`src/rtl/adder_result_display_if.sv`:
```
// Bus between the adder outputs and the result display stage.
// The master drives the adder result and the load request; the slave returns status and pins.
interface adder_result_display_if;
    logic [3:0] sum_in;
    logic       carry_in;
    logic       load;
    logic       busy;
    logic       done;
    logic [1:0] an;
    logic [6:0] seg;

    modport master (
        output sum_in,
        output carry_in,
        output load,
        input  busy,
        input  done,
        input  an,
        input  seg
    );

    modport slave (
        input  sum_in,
        input  carry_in,
        input  load,
        output busy,
        output done,
        output an,
        output seg
    );
endinterface

```
`src/rtl/adder_result_display.sv`:
```
// Captures the 5-bit adder result, converts it to two BCD digits with a sequential
// double-dabble engine, and scans them onto a 2-digit active-low 7-segment display.
module adder_result_display #(
    parameter int unsigned REFRESH_CNT = 50000
) (
    input  logic                  clk,
    input  logic                  rst,
    adder_result_display_if.slave bus
);
    localparam int unsigned VAL_W  = 5;
    localparam int unsigned BCD_W  = 8;
    localparam int unsigned DD_W   = BCD_W + VAL_W;
    localparam int unsigned CNT_W  = 3;
    localparam int unsigned SCAN_W = (REFRESH_CNT > 1) ? $clog2(REFRESH_CNT) : 1;

    localparam logic [CNT_W-1:0]  LAST_BIT = CNT_W'(VAL_W - 1);
    localparam logic [SCAN_W-1:0] SCAN_MAX = SCAN_W'(REFRESH_CNT - 1);

    localparam logic [1:0] AN_ONES   = 2'b10;
    localparam logic [1:0] AN_TENS   = 2'b01;
    localparam logic [1:0] AN_OFF    = 2'b11;
    localparam logic [6:0] SEG_BLANK = 7'b1111111;

    typedef enum logic [1:0] {
        IDLE    = 2'd0,
        CONVERT = 2'd1,
        LATCH   = 2'd2
    } state_t;

    state_t state_q;
    state_t state_d;

    logic [VAL_W-1:0]  shift_q;
    logic [BCD_W-1:0]  bcd_q;
    logic [CNT_W-1:0]  bit_cnt_q;
    logic [1:0]        tens_q;
    logic [3:0]        ones_q;
    logic [SCAN_W-1:0] scan_q;
    logic              sel_tens_q;
    logic              busy_q;
    logic              done_q;
    logic [1:0]        an_q;
    logic [6:0]        seg_q;

    logic              capture_c;
    logic              step_c;
    logic              latch_c;
    logic              busy_d;
    logic              done_d;
    logic [BCD_W-1:0]  bcd_adj_c;
    logic [DD_W-1:0]   dd_shifted_c;
    logic [1:0]        tens_d;
    logic [3:0]        ones_d;
    logic              sel_tens_d;
    logic [SCAN_W-1:0] scan_d;
    logic [1:0]        an_d;
    logic [6:0]        seg_d;

    function automatic logic [3:0] add3(input logic [3:0] nib);
        add3 = (nib >= 4'd5) ? nib + 4'd3 : nib;
    endfunction

    function automatic logic [6:0] seg_code(input logic [3:0] digit);
        case (digit)
            4'd0:    seg_code = 7'b1000000;
            4'd1:    seg_code = 7'b1111001;
            4'd2:    seg_code = 7'b0100100;
            4'd3:    seg_code = 7'b0110000;
            4'd4:    seg_code = 7'b0011001;
            4'd5:    seg_code = 7'b0010010;
            4'd6:    seg_code = 7'b0000010;
            4'd7:    seg_code = 7'b1111000;
            4'd8:    seg_code = 7'b0000000;
            4'd9:    seg_code = 7'b0010000;
            default: seg_code = SEG_BLANK;
        endcase
    endfunction

    // State register
    always_ff @(posedge clk) begin
        if (rst) begin
            state_q <= IDLE;
        end else begin
            state_q <= state_d;
        end
    end

    // Next-state logic; a load outside IDLE is simply not looked at
    always_comb begin
        state_d = state_q;
        case (state_q)
            IDLE:    if (bus.load) state_d = CONVERT;
            CONVERT: if (bit_cnt_q == '0) state_d = LATCH;
            LATCH:   state_d = IDLE;
            default: state_d = IDLE;
        endcase
    end

    // Per-state controls and next values of the registered status outputs
    always_comb begin
        capture_c = 1'b0;
        step_c    = 1'b0;
        latch_c   = 1'b0;
        busy_d    = 1'b0;
        done_d    = 1'b0;
        case (state_q)
            IDLE: begin
                capture_c = bus.load;
                busy_d    = bus.load;
            end
            CONVERT: begin
                step_c = 1'b1;
                busy_d = 1'b1;
            end
            LATCH: begin
                latch_c = 1'b1;
                done_d  = 1'b1;
            end
            default: begin
                busy_d = 1'b0;
            end
        endcase
    end

    // One double-dabble iteration: correct each nibble, then shift the pair left
    always_comb begin
        bcd_adj_c    = {add3(bcd_q[7:4]), add3(bcd_q[3:0])};
        dd_shifted_c = {bcd_adj_c, shift_q} << 1;
    end

    always_ff @(posedge clk) begin
        if (rst) begin
            shift_q   <= '0;
            bcd_q     <= '0;
            bit_cnt_q <= '0;
            tens_q    <= '0;
            ones_q    <= '0;
            busy_q    <= 1'b0;
            done_q    <= 1'b0;
        end else begin
            busy_q <= busy_d;
            done_q <= done_d;
            if (capture_c) begin
                shift_q   <= {bus.carry_in, bus.sum_in};
                bcd_q     <= '0;
                bit_cnt_q <= LAST_BIT;
            end else if (step_c) begin
                {bcd_q, shift_q} <= dd_shifted_c;
                if (bit_cnt_q != '0) begin
                    bit_cnt_q <= bit_cnt_q - CNT_W'(1);
                end
            end
            if (latch_c) begin
                tens_q <= bcd_q[5:4];
                ones_q <= bcd_q[3:0];
            end
        end
    end

    // Scan and pin drive are computed from next-cycle digits so a latch shows on the done edge
    always_comb begin
        tens_d     = latch_c ? bcd_q[5:4] : tens_q;
        ones_d     = latch_c ? bcd_q[3:0] : ones_q;
        scan_d     = (scan_q == SCAN_MAX) ? '0 : scan_q + SCAN_W'(1);
        sel_tens_d = (scan_q == SCAN_MAX) ? ~sel_tens_q : sel_tens_q;
        an_d       = AN_ONES;
        seg_d      = seg_code(ones_d);
        if (sel_tens_d) begin
            if (tens_d == 2'd0) begin
                an_d  = AN_OFF;
                seg_d = SEG_BLANK;
            end else begin
                an_d  = AN_TENS;
                seg_d = seg_code({2'b00, tens_d});
            end
        end
    end

    always_ff @(posedge clk) begin
        if (rst) begin
            scan_q     <= '0;
            sel_tens_q <= 1'b0;
            an_q       <= AN_ONES;
            seg_q      <= 7'b1000000;
        end else begin
            scan_q     <= scan_d;
            sel_tens_q <= sel_tens_d;
            an_q       <= an_d;
            seg_q      <= seg_d;
        end
    end

    assign bus.busy = busy_q;
    assign bus.done = done_q;
    assign bus.an   = an_q;
    assign bus.seg  = seg_q;

endmodule

```
`src/flat_wrapper.sv`:
```
// flat-port wrapper written by rule: the top's interface ports become plain ports
module adder_result_display_flat 
#(
    parameter int unsigned REFRESH_CNT = 50000
)
  (clk, rst, bus_sum_in, bus_carry_in, bus_load, bus_busy, bus_done, bus_an, bus_seg);
  adder_result_display_if bus_i ();
  input  logic clk;
  input  logic rst;
  input wire logic [$bits(bus_i.sum_in)-1:0] bus_sum_in;
  input wire logic [$bits(bus_i.carry_in)-1:0] bus_carry_in;
  input wire logic [$bits(bus_i.load)-1:0] bus_load;
  output wire logic [$bits(bus_i.busy)-1:0] bus_busy;
  output wire logic [$bits(bus_i.done)-1:0] bus_done;
  output wire logic [$bits(bus_i.an)-1:0] bus_an;
  output wire logic [$bits(bus_i.seg)-1:0] bus_seg;
  assign bus_i.sum_in = bus_sum_in;
  assign bus_i.carry_in = bus_carry_in;
  assign bus_i.load = bus_load;
  assign bus_busy = bus_i.busy;
  assign bus_done = bus_i.done;
  assign bus_an = bus_i.an;
  assign bus_seg = bus_i.seg;
  adder_result_display #(.REFRESH_CNT(REFRESH_CNT)) u_core (.clk(clk), .rst(rst), .bus(bus_i));
endmodule
```
`config.mk`:
```
export PLATFORM = sky130hd
export DESIGN_NAME = adder_result_display_flat
export DESIGN_NICKNAME = d
export VERILOG_FILES = /design/src/rtl/adder_result_display_if.sv /design/src/rtl/adder_result_display.sv /design/src/flat_wrapper.sv
export SDC_FILE = /design/constraint.sdc
export NUM_CORES = 1
export LEC_CHECK = 0
export ABC_AREA = 1
export CAP_MARGIN = 30
export CORE_MARGIN = 10
export CORE_UTILIZATION = 50
export DETAILED_ROUTE_END_ITERATION = 8
export GPL_ROUTABILITY_DRIVEN = 0
export GPL_TIMING_DRIVEN = 0
export PLACE_DENSITY = 0.68
export REMOVE_ABC_BUFFERS = 1
export SLEW_MARGIN = 10
export SYNTH_ARGS = -nofsm -noshare
export SYNTH_HDL_FRONTEND = slang
export SYNTH_SLANG_ARGS = --single-unit
```
`constraint.sdc`:
```
create_clock -name clk -period 3.65 [get_ports clk]
set_clock_uncertainty 0.2 [all_clocks]
set_input_delay 0.73 -clock clk [delete_from_list [all_inputs] [get_ports clk]]
set_output_delay 0.73 -clock clk [all_outputs]
set_load 0.01 [all_outputs]
```
==> run_results.csv <==
group,metric,value,unit
floorplanning,rows,25,
synth,synthCells,355,
detailed_routing,drt_wl_total,4790,µm
sta,rsz0062_at_grt,"no",
worst_setup_path,path_cells,"clkdlybuf4s50_1, inv_1, nand2_1, nor3_1",
global_routing,use_met1,0.147,
placed_design,port_buffers,18,
detailed_routing,via_per_inst,4.89,
sta,fin_tns_setup,0,ns
clocking,ctsHoldBuffers,0,
job,cap_violations,0,
clocking,path_clk_slew,0.09,ns
synth,synth_area_leader_cell,"dfxtp_1",
placed_design,dp_hpwl,3630,µm
layout,syn2layout_area_growth,12.3,%
layout,fillCellCount,479,
clocking,cts_sinks,52,
synth,synth_area_leaders,"dfxtp_1, nand2_1, inv_1",
power_and_ir_drop,powerDensity,370,nW/µm²
layout,final_nets,394,
layout,layout-drive-gt1-share,0.0587,
worst_setup_path,crit_fanout,24,
clocking,htreeDepth,2,
floorplanning,start_util,0.527,
global_routing,antenna_found_initial,0,
detailed_routing,firstDrtPassIters,4,
clocking,clk_latency,0.30,ns
power_and_ir_drop,leakage,1.19,nW
detailed_routing,drcViolationCount,0,
sta,timing.final.crit_share,0.769,
global_routing,grt_max_degree,25,
global_routing,met3_usage,0.0362,
worst_setup_path,worst_ep_arrival_time,2.78,ns
synth,synth.distinct_cells,31,
synth,yosysTopAreaCellShare,0.408,
sta,setup_violations,0,
sta,slew_headroom,0.391,
clocking,clockRootBuffer,"clkbuf_8",
run_status,status,"completed",
sta,holdWs,0.255,ns
floorplanning,die_area,8370,µm²
global_routing,gr-usage-met2,0.194,
clocking,ctsResizeCount,0,
detailed_routing,post_drt_wl_per_cell,10.8,µm
synth,syn_area_per_cell,7.19,µm²
sta,final-max-slew-violation-count,0,
worst_hold_path,hold_depth,1,
worst_setup_path,critPathLaunchType,"primary input",
worst_hold_path,hold_path_class,"reg -> reg",
sta,tightest_slew,0.910,ns
synth,ys_seq_elements,52,
detailed_routing,ant_nets,0,
worst_setup_path,critPathCaptureType,"flip-flop",
sta,fmax,356,MHz
floorplanning,io-pin-count,19,
synth,netlist_area,2550,µm²
worst_setup_path,cp_slowest_stage_delay,1.07,ns
global_routing,gr-total-overflow,0,
power_and_ir_drop,max-vdd-ir-drop,202,µV
layout,seq_area,1040,µm²
global_routing,grt.busiest_layer,"met2",
global_routing,grt_pass1_vias,2038,
clocking,cts_tree,"built",
floorplanning,fp.dieH,91.5,µm
clocking,cts_made_buffers,5,
worst_setup_path,required,3.62,ns
worst_setup_path,reg2reg_slack,1.40,ns
synth,yosysWarnings,0,
layout,num_antenna_cells,0,
detailed_routing,vias,2160,
worst_setup_path,crit_type,"in -> reg",
global_routing,track_usage,0.120,
synth,ys_seq_area_frac,0.408,
floorplanning,die_w,91.5,µm
floorplanning,core_area,4850,µm²
layout,final_core_util,0.592,
worst_setup_path,crit_path_top_delay_cell,"clkdlybuf4s50_1",
clocking,post-cts-setup-buffers,0,
worst_setup_path,r2r_cells,7,
global_routing,grt_pass1_wl,8690,µm
layout,multi_input_area,1290,µm²
sta,layout_min_cycle_time,2.81,ns
clocking,clockBufferDepth,2,
detailed_routing,drt_iter0_drc,124,
sta,finalHoldViolations,0,
## where the power goes
part,internal (W),switching [W],leakage [nW]
Clock,0.000155,0.000174,0.0455
Sequential,0.000589,0.0000113,0.422
Combinational,0.0000523,0.0000782,0.724
Total,0.000796,0.000264,1.19
## worst paths after layout
path / startpoint / to
worst max-delay path: rst / u_core.scan_q[11]$_SDFF_PP0_
worst min-delay path: u_core.scan_q[0]$_SDFF_PP0_ / u_core.scan_q[0]$_SDFF_PP0_
worst max register to register: u_core.state_q[0]$_SDFFE_PP0P_ / u_core.bit_cnt_q[0]$_SDFFE_PP0P_
worst min register to register: u_core.scan_q[0]$_SDFF_PP0_ / u_core.scan_q[0]$_SDFF_PP0_
## cells in the mapped netlist, drive strengths merged
cell / n
o211ai: 2
clkbuf: 2
nand3b: 5
a21oi: 24
nor3: 4
nor4: 1
or3: 1
or2: 1
inv: 50
xor2: 8
nand3: 30
nand4: 3
o21ai: 14
nor2: 47
o31ai: 1
nand2: 88
dfxtp: 52
a31oi: 5
buf: 4
ha: 12
nor3b: 1
## cell families (layout without fill, tap and decap cells)
group                    Yosys count  count (layout)  synth area share
AND/OR/NAND/NOR                  181             181             0.316
buffers and inverters             56              76            0.0887
flip-flops                        52              52             0.408
AO/OA/AOI/OAI                     46              46             0.101
adder cells (fa/ha/maj)           12              12            0.0588
XOR/XNOR                           8               8            0.0274
## worst max-delay path: cells and delay by family
family	cells	cell delay, ns
and+or+nand+nor	2	0.65
buffers and inverters	2	1.39
## placed cells by master, fill, tap and decap left out, drive strengths merged, types with 8 or more instances in the layout
cell            n
nand2          88
dfxtp          52
inv            50
nor2           47
nand3          30
a21oi          24
clkdlybuf4s50  18
o21ai          14
ha             12
xor2            8
clkbuf          8
## metrics by stage
stage,instances,setup slack [ns],total power [W],cell area (µm²)
after CTS,442,0.833,0.00108,2870
after global placement,434,0.478,0.000743,2780
after global routing,442,0.689,0.00112,2870
final,442,0.844,0.00106,2870
after detailed placement,434,0.502,0.000745,2780
after floorplan,349,1.83,0.000699,2510
## layout make-up
cell class,count,area share
Multi-Input combinational cell,247,0.448
Tap cell,67,0.0292
Timing Repair Buffer,18,0.0628
Clock buffer,8,0.0314
Sequential cell,52,0.363
Inverter,50,0.0654
## state kept, by name (all words and copies together) (netlist names), 3 cells and up
signal,cells
u_core.scan_q,16
u_core.bcd_q,8
u_core.bus.seg,7
u_core.shift_q,5
u_core.ones_q,4
u_core.bit_cnt_q,3
## layer usage
| metal | up-vias | wire (µm) |
|---|---|---|
| li1 | 1165 | - |
| met3 | 5 | 168 |
| met5 | - | 0 |
| met4 | 0 | 51 |
| met2 | 27 | 2140 |
| met1 | 963 | 2430 |
No activity file was read; power rests on OpenSTA's default activity.
